<file path="config.mk">
export PLATFORM = sky130hd
export DESIGN_NAME = led_demap_flat
export DESIGN_NICKNAME = d
export VERILOG_FILES = /design/src/rtl/led_demap_if.sv /design/src/rtl/led_demap.sv /design/src/flat_wrapper.sv
export SDC_FILE = /design/constraint.sdc
export NUM_CORES = 1
export LEC_CHECK = 0
export CORE_ASPECT_RATIO = 0.8
export CORE_UTILIZATION = 30
export DETAILED_ROUTE_END_ITERATION = 12
export HOLD_SLACK_MARGIN = 0.1
export PLACE_DENSITY = 0.54
export SLEW_MARGIN = 10
export SYNTH_ARGS = -nofsm -noshare
export SYNTH_HDL_FRONTEND = slang
export SYNTH_SLANG_ARGS = --single-unit
</file>
<file path="constraint.sdc">
create_clock -name clk -period 2.5 [get_ports clk]
set_clock_uncertainty 0.1 [all_clocks]
set_input_delay 0.75 -clock clk [delete_from_list [all_inputs] [get_ports clk]]
set_output_delay 0.75 -clock clk [all_outputs]
set_load 0.01 [all_outputs]
</file>
<file path="src/rtl/led_demap_if.sv">
// rtl/led_demap_if.sv - LED/switch word in, decoded result out, valid/ready handshake
//
// Signals:
//   led_in     raw 16-bit group word from the board bus, may bounce
//   out_ready  consumer accepts the result while out_valid is high
//   out_valid  pos/patt/err hold a decoded result
//   pos        recovered 3-bit position code
//   patt       recovered 4-bit pattern
//   err        word is not a legal group mapping
//   busy       demapper is settling, decoding or holding a result
//
// Modports:
//   master  side that drives led_in/out_ready and consumes the result
//   slave   the demapper itself
interface led_demap_if;
    logic [15:0] led_in;
    logic        out_ready;
    logic        out_valid;
    logic [2:0]  pos;
    logic [3:0]  patt;
    logic        err;
    logic        busy;

    modport master (
        output led_in,
        output out_ready,
        input  out_valid,
        input  pos,
        input  patt,
        input  err,
        input  busy
    );

    modport slave (
        input  led_in,
        input  out_ready,
        output out_valid,
        output pos,
        output patt,
        output err,
        output busy
    );
endinterface

</file>
<file path="src/rtl/led_demap.sv">
// rtl/led_demap.sv - debounced inverse of the LED group mapper
//
// Watches a 16-bit word of four 4-bit groups (g1=[15:12] .. g4=[3:0]), waits
// until it has been stable for STABLE_CYCLES consecutive samples, then decodes
// the position code and pattern and presents them once through valid/ready.
//
// Ports:
//   clk   rising-edge clock
//   rst   asynchronous, active-high reset
//   bus   led_demap_if.slave: led_in, out_ready in; out_valid, pos, patt,
//         err, busy out
//
// Parameters:
//   STABLE_CYCLES  matching samples required before decode (>= 1)
//   CNT_W          stability counter width, must hold STABLE_CYCLES-1
module led_demap #(
    parameter int STABLE_CYCLES = 4,
    parameter int CNT_W         = 3
) (
    input  logic         clk,
    input  logic         rst,
    led_demap_if.slave   bus
);

    localparam logic [CNT_W-1:0] CNT_MAX = CNT_W'(STABLE_CYCLES - 1);

    typedef enum logic [1:0] {
        ST_IDLE   = 2'd0,
        ST_SETTLE = 2'd1,
        ST_DECODE = 2'd2,
        ST_HOLD   = 2'd3
    } state_t;

    state_t           state_q,     state_d;
    logic [CNT_W-1:0] cnt_q,       cnt_d;
    logic [15:0]      samp_q,      samp_d;
    logic [15:0]      last_word_q, last_word_d;
    logic             out_valid_q, out_valid_d;
    logic [2:0]       pos_q,       pos_d;
    logic [3:0]       patt_q,      patt_d;
    logic             err_q,       err_d;

    // ------------------------------------------------------------------
    // Combinational decode of the sampled word
    // ------------------------------------------------------------------
    logic [3:0] g1, g2, g3, g4;
    logic [3:0] mask;
    logic [3:0] common;
    logic       groups_equal;
    logic       mask_legal;
    logic [2:0] mask_pos;
    logic       dec_err;
    logic [2:0] dec_pos;
    logic [3:0] dec_patt;

    always_comb begin
        g1 = samp_q[15:12];
        g2 = samp_q[11:8];
        g3 = samp_q[7:4];
        g4 = samp_q[3:0];

        mask = {g1 != 4'h0, g2 != 4'h0, g3 != 4'h0, g4 != 4'h0};

        // If every nonzero group carries the same value, OR-ing all groups
        // reproduces that value; any disagreement shows up as a nonzero
        // group that differs from the OR.
        common       = g1 | g2 | g3 | g4;
        groups_equal = ((g1 == 4'h0) || (g1 == common)) &&
                       ((g2 == 4'h0) || (g2 == common)) &&
                       ((g3 == 4'h0) || (g3 == common)) &&
                       ((g4 == 4'h0) || (g4 == common));

        mask_legal = 1'b1;
        mask_pos   = 3'd0;
        case (mask)
            4'b1100: mask_pos = 3'd0;
            4'b1010: mask_pos = 3'd1;
            4'b1001: mask_pos = 3'd2;
            4'b0110: mask_pos = 3'd3;
            4'b0101: mask_pos = 3'd4;
            4'b0011: mask_pos = 3'd5;
            4'b1110: mask_pos = 3'd6;
            4'b0111: mask_pos = 3'd7;
            default: mask_legal = 1'b0;
        endcase

        // An all-zero word lands in the default branch as mask 0000.
        dec_err  = !(mask_legal && groups_equal);
        dec_pos  = dec_err ? 3'd0 : mask_pos;
        dec_patt = dec_err ? 4'h0 : common;
    end

    // ------------------------------------------------------------------
    // Next-state and output logic
    // ------------------------------------------------------------------
    always_comb begin
        state_d     = state_q;
        cnt_d       = cnt_q;
        samp_d      = bus.led_in;
        last_word_d = last_word_q;
        out_valid_d = out_valid_q;
        pos_d       = pos_q;
        patt_d      = patt_q;
        err_d       = err_q;

        case (state_q)
            ST_IDLE: begin
                // A word equal to the last reported one is never re-reported.
                if (samp_q != last_word_q) begin
                    state_d = ST_SETTLE;
                    cnt_d   = '0;
                end
            end

            ST_SETTLE: begin
                // led_in is the sample about to be taken; a difference means
                // the word is still bouncing and the count starts over.
                if (bus.led_in != samp_q) begin
                    cnt_d = '0;
                end else if (cnt_q == CNT_MAX) begin
                    state_d = ST_DECODE;
                end else begin
                    cnt_d = cnt_q + CNT_W'(1);
                end
            end

            ST_DECODE: begin
                pos_d       = dec_pos;
                patt_d      = dec_patt;
                err_d       = dec_err;
                out_valid_d = 1'b1;
                last_word_d = samp_q;
                state_d     = ST_HOLD;
            end

            ST_HOLD: begin
                // Result stays frozen until the consumer takes it.
                if (out_valid_q && bus.out_ready) begin
                    out_valid_d = 1'b0;
                    state_d     = ST_IDLE;
                end
            end

            default: begin
                state_d = ST_IDLE;
            end
        endcase
    end

    // ------------------------------------------------------------------
    // State registers
    // ------------------------------------------------------------------
    always_ff @(posedge clk or posedge rst) begin
        if (rst) begin
            state_q     <= ST_IDLE;
            cnt_q       <= '0;
            samp_q      <= 16'h0000;
            last_word_q <= 16'h0000;
            out_valid_q <= 1'b0;
            pos_q       <= 3'd0;
            patt_q      <= 4'h0;
            err_q       <= 1'b0;
        end else begin
            state_q     <= state_d;
            cnt_q       <= cnt_d;
            samp_q      <= samp_d;
            last_word_q <= last_word_d;
            out_valid_q <= out_valid_d;
            pos_q       <= pos_d;
            patt_q      <= patt_d;
            err_q       <= err_d;
        end
    end

    assign bus.out_valid = out_valid_q;
    assign bus.pos       = pos_q;
    assign bus.patt      = patt_q;
    assign bus.err       = err_q;
    assign bus.busy      = (state_q != ST_IDLE);

endmodule

</file>
<file path="src/flat_wrapper.sv">
// flat-port wrapper written by rule: the top's interface ports become plain ports
module led_demap_flat 
#(
    parameter int STABLE_CYCLES = 4,
    parameter int CNT_W         = 3
)
  (clk, rst, bus_led_in, bus_out_ready, bus_out_valid, bus_pos, bus_patt, bus_err, bus_busy);
  led_demap_if bus_i ();
  input  logic clk;
  input  logic rst;
  input wire logic [$bits(bus_i.led_in)-1:0] bus_led_in;
  input wire logic [$bits(bus_i.out_ready)-1:0] bus_out_ready;
  output wire logic [$bits(bus_i.out_valid)-1:0] bus_out_valid;
  output wire logic [$bits(bus_i.pos)-1:0] bus_pos;
  output wire logic [$bits(bus_i.patt)-1:0] bus_patt;
  output wire logic [$bits(bus_i.err)-1:0] bus_err;
  output wire logic [$bits(bus_i.busy)-1:0] bus_busy;
  assign bus_i.led_in = bus_led_in;
  assign bus_i.out_ready = bus_out_ready;
  assign bus_out_valid = bus_i.out_valid;
  assign bus_pos = bus_i.pos;
  assign bus_patt = bus_i.patt;
  assign bus_err = bus_i.err;
  assign bus_busy = bus_i.busy;
  led_demap #(.STABLE_CYCLES(STABLE_CYCLES), .CNT_W(CNT_W)) u_core (.clk(clk), .rst(rst), .bus(bus_i));
endmodule
</file>
==> summary.txt, run 1 <==
Status
  – Result of the run: finished clean

Cells and area
  – Antenna cell count: 0
  – Count of fill cells added during filler insertion: roughly 750
  – Multi-input combinational cell area: 1150 sq um
  – Final design utilization: 39.7%
  – Area of all sequential standard cells: 1150 sq um
  – Design Area, Final: approximately 3000 sq um
  – Fraction of layout instances using a drive strength above 1: approximately 23%
  – Area growth from synthesis to layout: 24.9%
  – Number of non-filler instances in the completed layout: 357
  – Post-layout net count: 276

STA
  – Final hold violation count: 0
  – Worst-case headroom to the max-slew limit: 65.6%
  – Minimum clock period: 2.40 ns
  – Post-route fraction of the period consumed by the critical path: 96.0%
  – Unrepaired setup endpoints after global routing: yes
  – Max-slew violation count: 0
  – Worst Slack Setup Final: 0.100 ns
  – Max frequency: 417 MHz
  – Count of final setup violators: 0
  – Slew at the pin closest to its max-slew limit: 0.512 ns

GRT
  – Vias in the first global route: 1667
  – Wire length of the first global-routing pass: 8.69 mm
  – Remaining global-route overflow: 0
  – Tot GR Track Use: 13.8%
  – Largest net degree at the start of global routing: 21
  – Initial antenna violation count: 0

Setup path
  – Critical path startpoint category: primary input
  – Maximum fanout along the worst path: 2
  – Kind of end point of the critical path: register
  – Crit Path Class: primary input to register
  – Number of cells traversed by the worst register-to-register path: 8
  – WP data arrival: 2.49 ns
  – Req. time, crit path: 2.59 ns

Synth
  – Synth Cell Area: 2410 sq um
  – Main combinational cell family by area after synthesis: simple AND/OR/NAND/NOR gates
  – Avg Inst Size Synth: approximately 11 sq um
  – Synth Area in Compound Gates: a little over 9%
  – Area fraction of the dominant cell type after synthesis: 47.8%
  – Adder and majority cell fraction of the synthesized area: around 3.5%
  – Mux cell area share after synthesis: 9.31%
  – Flip-flop and latch count after synthesis: 46
  – Yosys top cell by area: sky130_fd_sc_hd__dfrtp_1
  – Number of warnings issued by yosys: 0
  – Top flip-flop cell by instance count after synthesis: sky130_fd_sc_hd__dfrtp_1
  – Xor/xnor share of the synthesized area: about an eighth
  – Sequential-to-total area share from yosys stat: 47.8%
  – Cells taking the most area after synthesis: sky130_fd_sc_hd__dfrtp_1, sky130_fd_sc_hd__mux2_2, sky130_fd_sc_hd__xnor2_1, sky130_fd_sc_hd__xor2_1, sky130_fd_sc_hd__nor3_1
  – Synth Net Count: 239
  – Share of flip-flops with an asynchronous set or reset after synthesis: 100%
  – Synth unique cells: 35
  – Count leader, synth: sky130_fd_sc_hd__dfrtp_1
  – Post-synth EDFFs: 0
  – Cell count after synthesis: 214
  – Simple-gate share of the synthesized area: 12.3%
  – Commonest cells in the synthesized netlist: sky130_fd_sc_hd__dfrtp_1, sky130_fd_sc_hd__mux2_2, sky130_fd_sc_hd__nor3_1, sky130_fd_sc_hd__xnor2_1, sky130_fd_sc_hd__xor2_1

Clock network
  – Clock Path Buffers: 2
  – Number of clock sinks: 46
  – TritonCTS clock tree: yes
  – Root buffer selected by CTS: sky130_fd_sc_hd__clkbuf_8
  – Hold-fix buffers, CTS: 0
  – CTS H-Tree Depth: 2
  – Clock slew at reported path FFs: 0.08 ns
  – Total CTS buffers: 5
  – Clk Latency, worst-skew pair: ~0.30 ns

Floorplan
  – Effective utilization at floorplan: 31.8%
  – DIE HEIGHT: approximately 82 microns
  – Width of the die: approximately 100 microns
  – Placeable core region: ~7600 sq um
  – Die area: around 8400 sq um
  – # rows: 28
  – Top-Level Pins: 29

Drt
  – Aggregate routed wire length: 5.24 mm
  – DRC viols: 0
  – Final ANT Viol Nets: 0
  – Number of search-and-repair iterations in the first detailed-routing pass: 5
  – DRC marker count from the first detailed-route iteration: 63
  – Vias post-DR: 1742
  – Post-detailed-route via-to-cell ratio: 4.88
  – DR WL/cell: 14.7 microns

Place
  – Pre-CTS setup slack: -0.615 ns
  – HPWL Detailed: 3.86 mm
  – Port-buffer cells: 28
  – Post-DP Area: between 2000 and 3000 sq um
  – Placer Congestion: 0.844
  – Number of placed cells counting well taps: 346

Worst hold path
  – Class of the worst hold path: register to register
  – Cell depth of the worst hold path: 1

Pwr
  – Power density over the cells: 474 nW/um^2
  – Pwr Total: 1430 uW
  – Leakage power of the design: between 0.001 and 0.0015 uW
  – Maximum resistive drop on vdd: 0.208 mV

Job
  – Max cap viols: 0
-- cell type report --
cell class | count | share of cell area, %
clock buffer | 7 | 2.87
clock inverter | 1 | 0.167
multi-input combinational | 141 | 38.4
tap | 105 | 4.37
inverter | 7 | 0.875
timing repair buffer | 50 | 15.0
sequential | 46 | 38.3
-- worst max-delay path, cell delays in order --
cell                            delay, ns
sky130_fd_sc_hd__dlygate4sd2_1       0.25
sky130_fd_sc_hd__xnor2_1             0.17
sky130_fd_sc_hd__nand4_1             0.21
sky130_fd_sc_hd__nor4_4              0.35
sky130_fd_sc_hd__nand2_1             0.10
sky130_fd_sc_hd__a221oi_2            0.33
sky130_fd_sc_hd__mux2_4              0.32
-- metal layers --
layer | global-route usage, % | vias to the layer above | wire [microns]
met5 | 0 | - | 0
met4 | 4.29 | 0 | 26
met3 | 3.20 | 2 | 297
met2 | 20.1 | 51 | 2290
met1 | 20.0 | 854 | 2620
li1 | - | 835 | -
-- power breakdown --
group / internal (uW) / switching (uW) / total [uW]
sequential: 762 / 34.5 / 796
combinational: 82.0 / 80.3 / 162
clock: 223 / 243 / 466
total: 1070 / 358 / 1430
-- repair_timing --
action                     in CTS  in global routing
setup endpoints to repair       5                  6
resized for setup              16                  7
gates cloned                    0                  0
buffers inserted                0                  3
pin swaps                      10                  7
-- sequential cells by signal (all words and copies together), names as in the netlist --
signal / flops
u_core.bus.err: 1
u_core.bus.patt: 4
u_core.last_word_q: 16
u_core.bus.pos: 3
u_core.bus.out_valid: 1
u_core.state_q: 2
u_core.cnt_q: 3
u_core.samp_q: 16
-- cell usage in the layout (no fill, tap or decap), types with 5 or more instances in the layout --
cell / instances
sky130_fd_sc_hd__nand2_1: 6
sky130_fd_sc_hd__xnor2_1: 15
sky130_fd_sc_hd__buf_4: 21
sky130_fd_sc_hd__nand4_1: 5
sky130_fd_sc_hd__clkbuf_8: 6
sky130_fd_sc_hd__o2bb2ai_1: 5
sky130_fd_sc_hd__nor2_1: 7
sky130_fd_sc_hd__nor4_1: 9
sky130_fd_sc_hd__inv_1: 6
sky130_fd_sc_hd__xor2_1: 16
sky130_fd_sc_hd__nor3_1: 17
sky130_fd_sc_hd__clkdlybuf4s50_1: 11
sky130_fd_sc_hd__dfrtp_1: 46
sky130_fd_sc_hd__ha_1: 6
sky130_fd_sc_hd__mux2_2: 17
sky130_fd_sc_hd__o22ai_1: 8
sky130_fd_sc_hd__dlygate4sd2_1: 13
-- logic make-up (layout without fill, tap and decap cells) --
logic type | after synthesis | count (layout)
flip-flops | 46 | 46
adder cells (fa/ha/maj) | 7 | 7
buffers and inverters | 27 | 65
AO/OA/AOI/OAI | 28 | 28
AND/OR/NAND/NOR | 53 | 53
multiplexers | 20 | 20
XOR/XNOR | 33 | 33
-- worst paths after layout --
| kind | start | to | slack, ns |
|---|---|---|---|
| setup / recovery | bus_led_in[10] | u_core.state_q[1] | 0.10 |
| min in group asynchronous | rst | u_core.cnt_q[0] | 0.65 |
| setup reg to reg | u_core.samp_q[14] | u_core.state_q[1] | 0.15 |
| max in group asynchronous | rst | u_core.bus.patt[0] | 1.14 |
| hold reg to reg | u_core.bus.pos[0] | u_core.bus.pos[0] | 0.39 |
| hold / removal | u_core.bus.pos[0] | u_core.bus.pos[0] | 0.39 |
-- per-stage QoR --
| step | setup TNS [ns] | hold WS (ns) |
|---|---|---|
| finish | 0 | 0.392 |
| floorplan | 0 | 0.373 |
| global placement | -3.05 | 0.376 |
| CTS | 0 | 0.400 |
| detailed placement | -2.66 | 0.379 |
| global route | -0.0278 | 0.417 |
(Power assumes the default switching activity.)
==> run 2, diff against run 1 <==
- ABC_AREA: not set -> 1
- CAP_MARGIN: not set -> 0
==> summary.txt, run 2 <==
Floorplan
  – Top-Level Pins: 29
  – Effective utilization at floorplan: 31.0%
  – DIE HEIGHT: 88.4 microns
  – # rows: 31
  – Die area: 9730 sq um
  – Width of the die: 110 microns
  – Placeable core region: 9040 sq um

GRT
  – Remaining global-route overflow: 0
  – Largest net degree at the start of global routing: 47
  – GRT met1 Usage: approximately a quarter
  – Initial antenna violation count: 0
  – Vias in the first global route: ~2300
  – Wire length of the first global-routing pass: roughly 12 mm
  – Tot GR Track Use: 16.1%
  – Met2 demand-to-capacity share in global routing: 23.7%
  – GRT met3 Usage: 3.09%
  – Most congested layer reported by global routing: met1

Synth
  – Cells taking the most area after synthesis: sky130_fd_sc_hd__dfrtp_1, sky130_fd_sc_hd__nand2_1, sky130_fd_sc_hd__nor2_1, sky130_fd_sc_hd__inv_1, sky130_fd_sc_hd__o21ai_0
  – Main combinational cell family by area after synthesis: simple AND/OR/NAND/NOR gates
  – Adder and majority cell fraction of the synthesized area: 2.68%
  – Sequential-to-total area share from yosys stat: roughly two fifths
  – Yosys top cell by area: sky130_fd_sc_hd__dfrtp_1
  – Commonest cells in the synthesized netlist: sky130_fd_sc_hd__nand2_1, sky130_fd_sc_hd__nor2_1, sky130_fd_sc_hd__dfrtp_1
  – Count leader, synth: sky130_fd_sc_hd__nand2_1
  – Post-synth EDFFs: 0
  – Cell count after synthesis: a little under 400
  – Simple-gate share of the synthesized area: roughly a third
  – Share of flip-flops with an asynchronous set or reset after synthesis: between 90% and 100%
  – Area fraction of the dominant cell type after synthesis: 41.1%
  – Synth Net Count: 417
  – Flip-flop and latch count after synthesis: 46
  – Top flip-flop cell by instance count after synthesis: sky130_fd_sc_hd__dfrtp_1
  – Synth Area in Compound Gates: 9.52%
  – Xor/xnor share of the synthesized area: under 10%
  – Synth unique cells: 30
  – Avg Inst Size Synth: 7.14 sq um
  – Mux cell area share after synthesis: 0.357%
  – Synth Cell Area: between 2000 and 3000 sq um
  – Number of warnings issued by yosys: 0

STA
  – Final hold violation count: 0
  – Worst-case headroom to the max-slew limit: 74.0%
  – Minimum clock period: 2.25 ns
  – Max frequency: 445 MHz
  – Max-slew violation count: 0
  – Count of final setup violators: 0
  – Worst hold slack: 0.383 ns
  – Accumulated negative setup slack: 0 ns
  – Post-route fraction of the period consumed by the critical path: 90.0%
  – Unrepaired setup endpoints after global routing: no
  – Slew at the pin closest to its max-slew limit: 0.389 ns

Drt
  – DRC viols: 0
  – DR WL/cell: 13.0 microns
  – Final ANT Viol Nets: 0
  – Vias post-DR: 2435
  – Aggregate routed wire length: 6.88 mm
  – Number of search-and-repair iterations in the first detailed-routing pass: 4
  – Post-detailed-route via-to-cell ratio: around 4.6
  – DRC marker count from the first detailed-route iteration: 136

Pwr
  – Pwr Total: 2970 uW
  – Maximum resistive drop on vdd: 0.487 mV
  – Leakage power of the design: 0.00162 uW
  – Power density over the cells: approximately 890 nW/um^2

Setup path
  – Kind of end point of the critical path: output port
  – Critical path startpoint category: register
  – Maximum fanout along the worst path: 4
  – CP cell instances: inv_1, ha_1, inv_1, dlygate4sd2_1
  – WP data arrival: 1.40 ns
  – Req. time, crit path: 1.65 ns
  – Top Family by Delay on Critical Path: buffers and inverters
  – Total buffers and inverters traversed by the critical path: 3
  – Critical-path cell with the highest stage delay: sky130_fd_sc_hd__dfrtp_1
  – Highest cell delay on the worst timing path: roughly 0.40 ns
  – Crit Path Class: register to output port
  – Most Frequent Cell on Critical Path: sky130_fd_sc_hd__inv_1

Clock network
  – CTS H-Tree Depth: 2
  – Clock slew at reported path FFs: 0.06 ns
  – TritonCTS clock tree: yes
  – Clk Latency, worst-skew pair: 0.29 ns
  – Root buffer selected by CTS: sky130_fd_sc_hd__clkbuf_16
  – Clock Path Buffers: 2
  – Total CTS buffers: 5
  – Number of clock sinks: 46

Cells and area
  – Most common cell after layout, fill and taps aside: sky130_fd_sc_hd__nand2_1
  – Post-layout net count: 438
  – Fraction of layout instances using a drive strength above 1: a little under a tenth
  – Top library cells by usage in the layout, fill and taps aside: sky130_fd_sc_hd__nand2_1, sky130_fd_sc_hd__nor2_1, sky130_fd_sc_hd__dfrtp_1
  – Area growth from synthesis to layout: 19.0%
  – Final design utilization: between 30% and 40%
  – Antenna cell count: 0

Place
  – Placer Congestion: between 0.9 and 1
  – HPWL Detailed: 5.21 mm
  – Port-buffer cells: 28

Status
  – Result of the run: finished clean

Job
  – Max cap viols: 0

Worst hold path
  – Class of the worst hold path: register to register
==> run 2: cell types whose count changed in the layout (fill, tap and decap cells not counted), moves of 16 or more <==
cell,change
sky130_fd_sc_hd__a21oi_1,+22
sky130_fd_sc_hd__nor3_1,-16
sky130_fd_sc_hd__nor2_1,+54
sky130_fd_sc_hd__clkdlybuf4s50_1,+16
sky130_fd_sc_hd__o21ai_0,+20
sky130_fd_sc_hd__mux2_2,-17
sky130_fd_sc_hd__buf_4,-20
sky130_fd_sc_hd__inv_1,+26
sky130_fd_sc_hd__nand2_1,+102
==> run 2: final timing paths <==
path / from / to / slack [ns] / depth (start not counted)
worst min-delay path: u_core.bus.err / u_core.bus.err / 0.38 / 2
min in group asynchronous: rst / u_core.bus.err / 0.71 / 3
max in group asynchronous: rst / u_core.last_word_q[15] / 1.37 / 3
worst min register to register: u_core.bus.err / u_core.bus.err / 0.38 / 2
worst max register to register: u_core.samp_q[13] / u_core.bus.patt[0] / 0.66 / 10
worst max-delay path: u_core.state_q[0] / bus_busy / 0.25 / 4
==> run 2: where the power goes <==
| part | total (uW) | internal (uW) | switching (uW) |
|---|---|---|---|
| logic | 1130 | 459 | 672 |
| clock network | 720 | 452 | 268 |
| registers | 1120 | 962 | 153 |
==> run 2: logic make-up after synthesis <==
| group | Yosys count |
|---|---|
| mux | 1 |
| xor+xnor | 17 |
| buf+inv | 61 |
| flops | 46 |
| compound gates | 52 |
| simple gates | 209 |
| fa+ha+maj | 6 |
==> run 2: per-layer routing <==
layer  wire length, microns  vias up
met5                      0        -
met1                   3560     1104
met4                     80        0
li1                       -     1263
met3                    401        8
met2                   2840       60
==> run 2: repair_timing <==
item                                    in CTS  in global routing
hold buffers                                 0                  0
gates resized for setup                      1                  0
endpoints found under the setup margin       1                  0
setup buffers                                0                  0
==> run 2: per-stage QoR <==
stage	setup slack, ns	cell area, sq um	instances
floorplan	0.562	2800	392
global placement	0.0932	3170	521
detailed placement	0.0781	3170	521
CTS	0.229	3330	529
finish	0.251	3330	529
global route	0.154	3330	529
==> run 2: worst register-to-register path, cell delays in order (launching register included) <==
cell,delay [ns]
sky130_fd_sc_hd__dfrtp_1,0.49
sky130_fd_sc_hd__inv_1,0.17
sky130_fd_sc_hd__nand2_1,0.07
sky130_fd_sc_hd__nor2_1,0.23
sky130_fd_sc_hd__nor2_1,0.09
sky130_fd_sc_hd__nand2_1,0.10
sky130_fd_sc_hd__nand2_1,0.06
sky130_fd_sc_hd__nor2_1,0.10
sky130_fd_sc_hd__nand2_1,0.08
sky130_fd_sc_hd__nand2_2,0.15
sky130_fd_sc_hd__a21oi_1,0.08
==> run 2: final cells by class <==
| cell class | count | area [sq um] |
|---|---|---|
| Multi-Input combinational cell | 285 | 1400 |
| Tap cell | 115 | 144 |
| Timing Repair Buffer | 30 | 307 |
| Fill cell | 973 | 5700 |
| Inverter | 45 | 169 |
| Sequential cell | 46 | 1150 |
| Clock buffer | 8 | 166 |
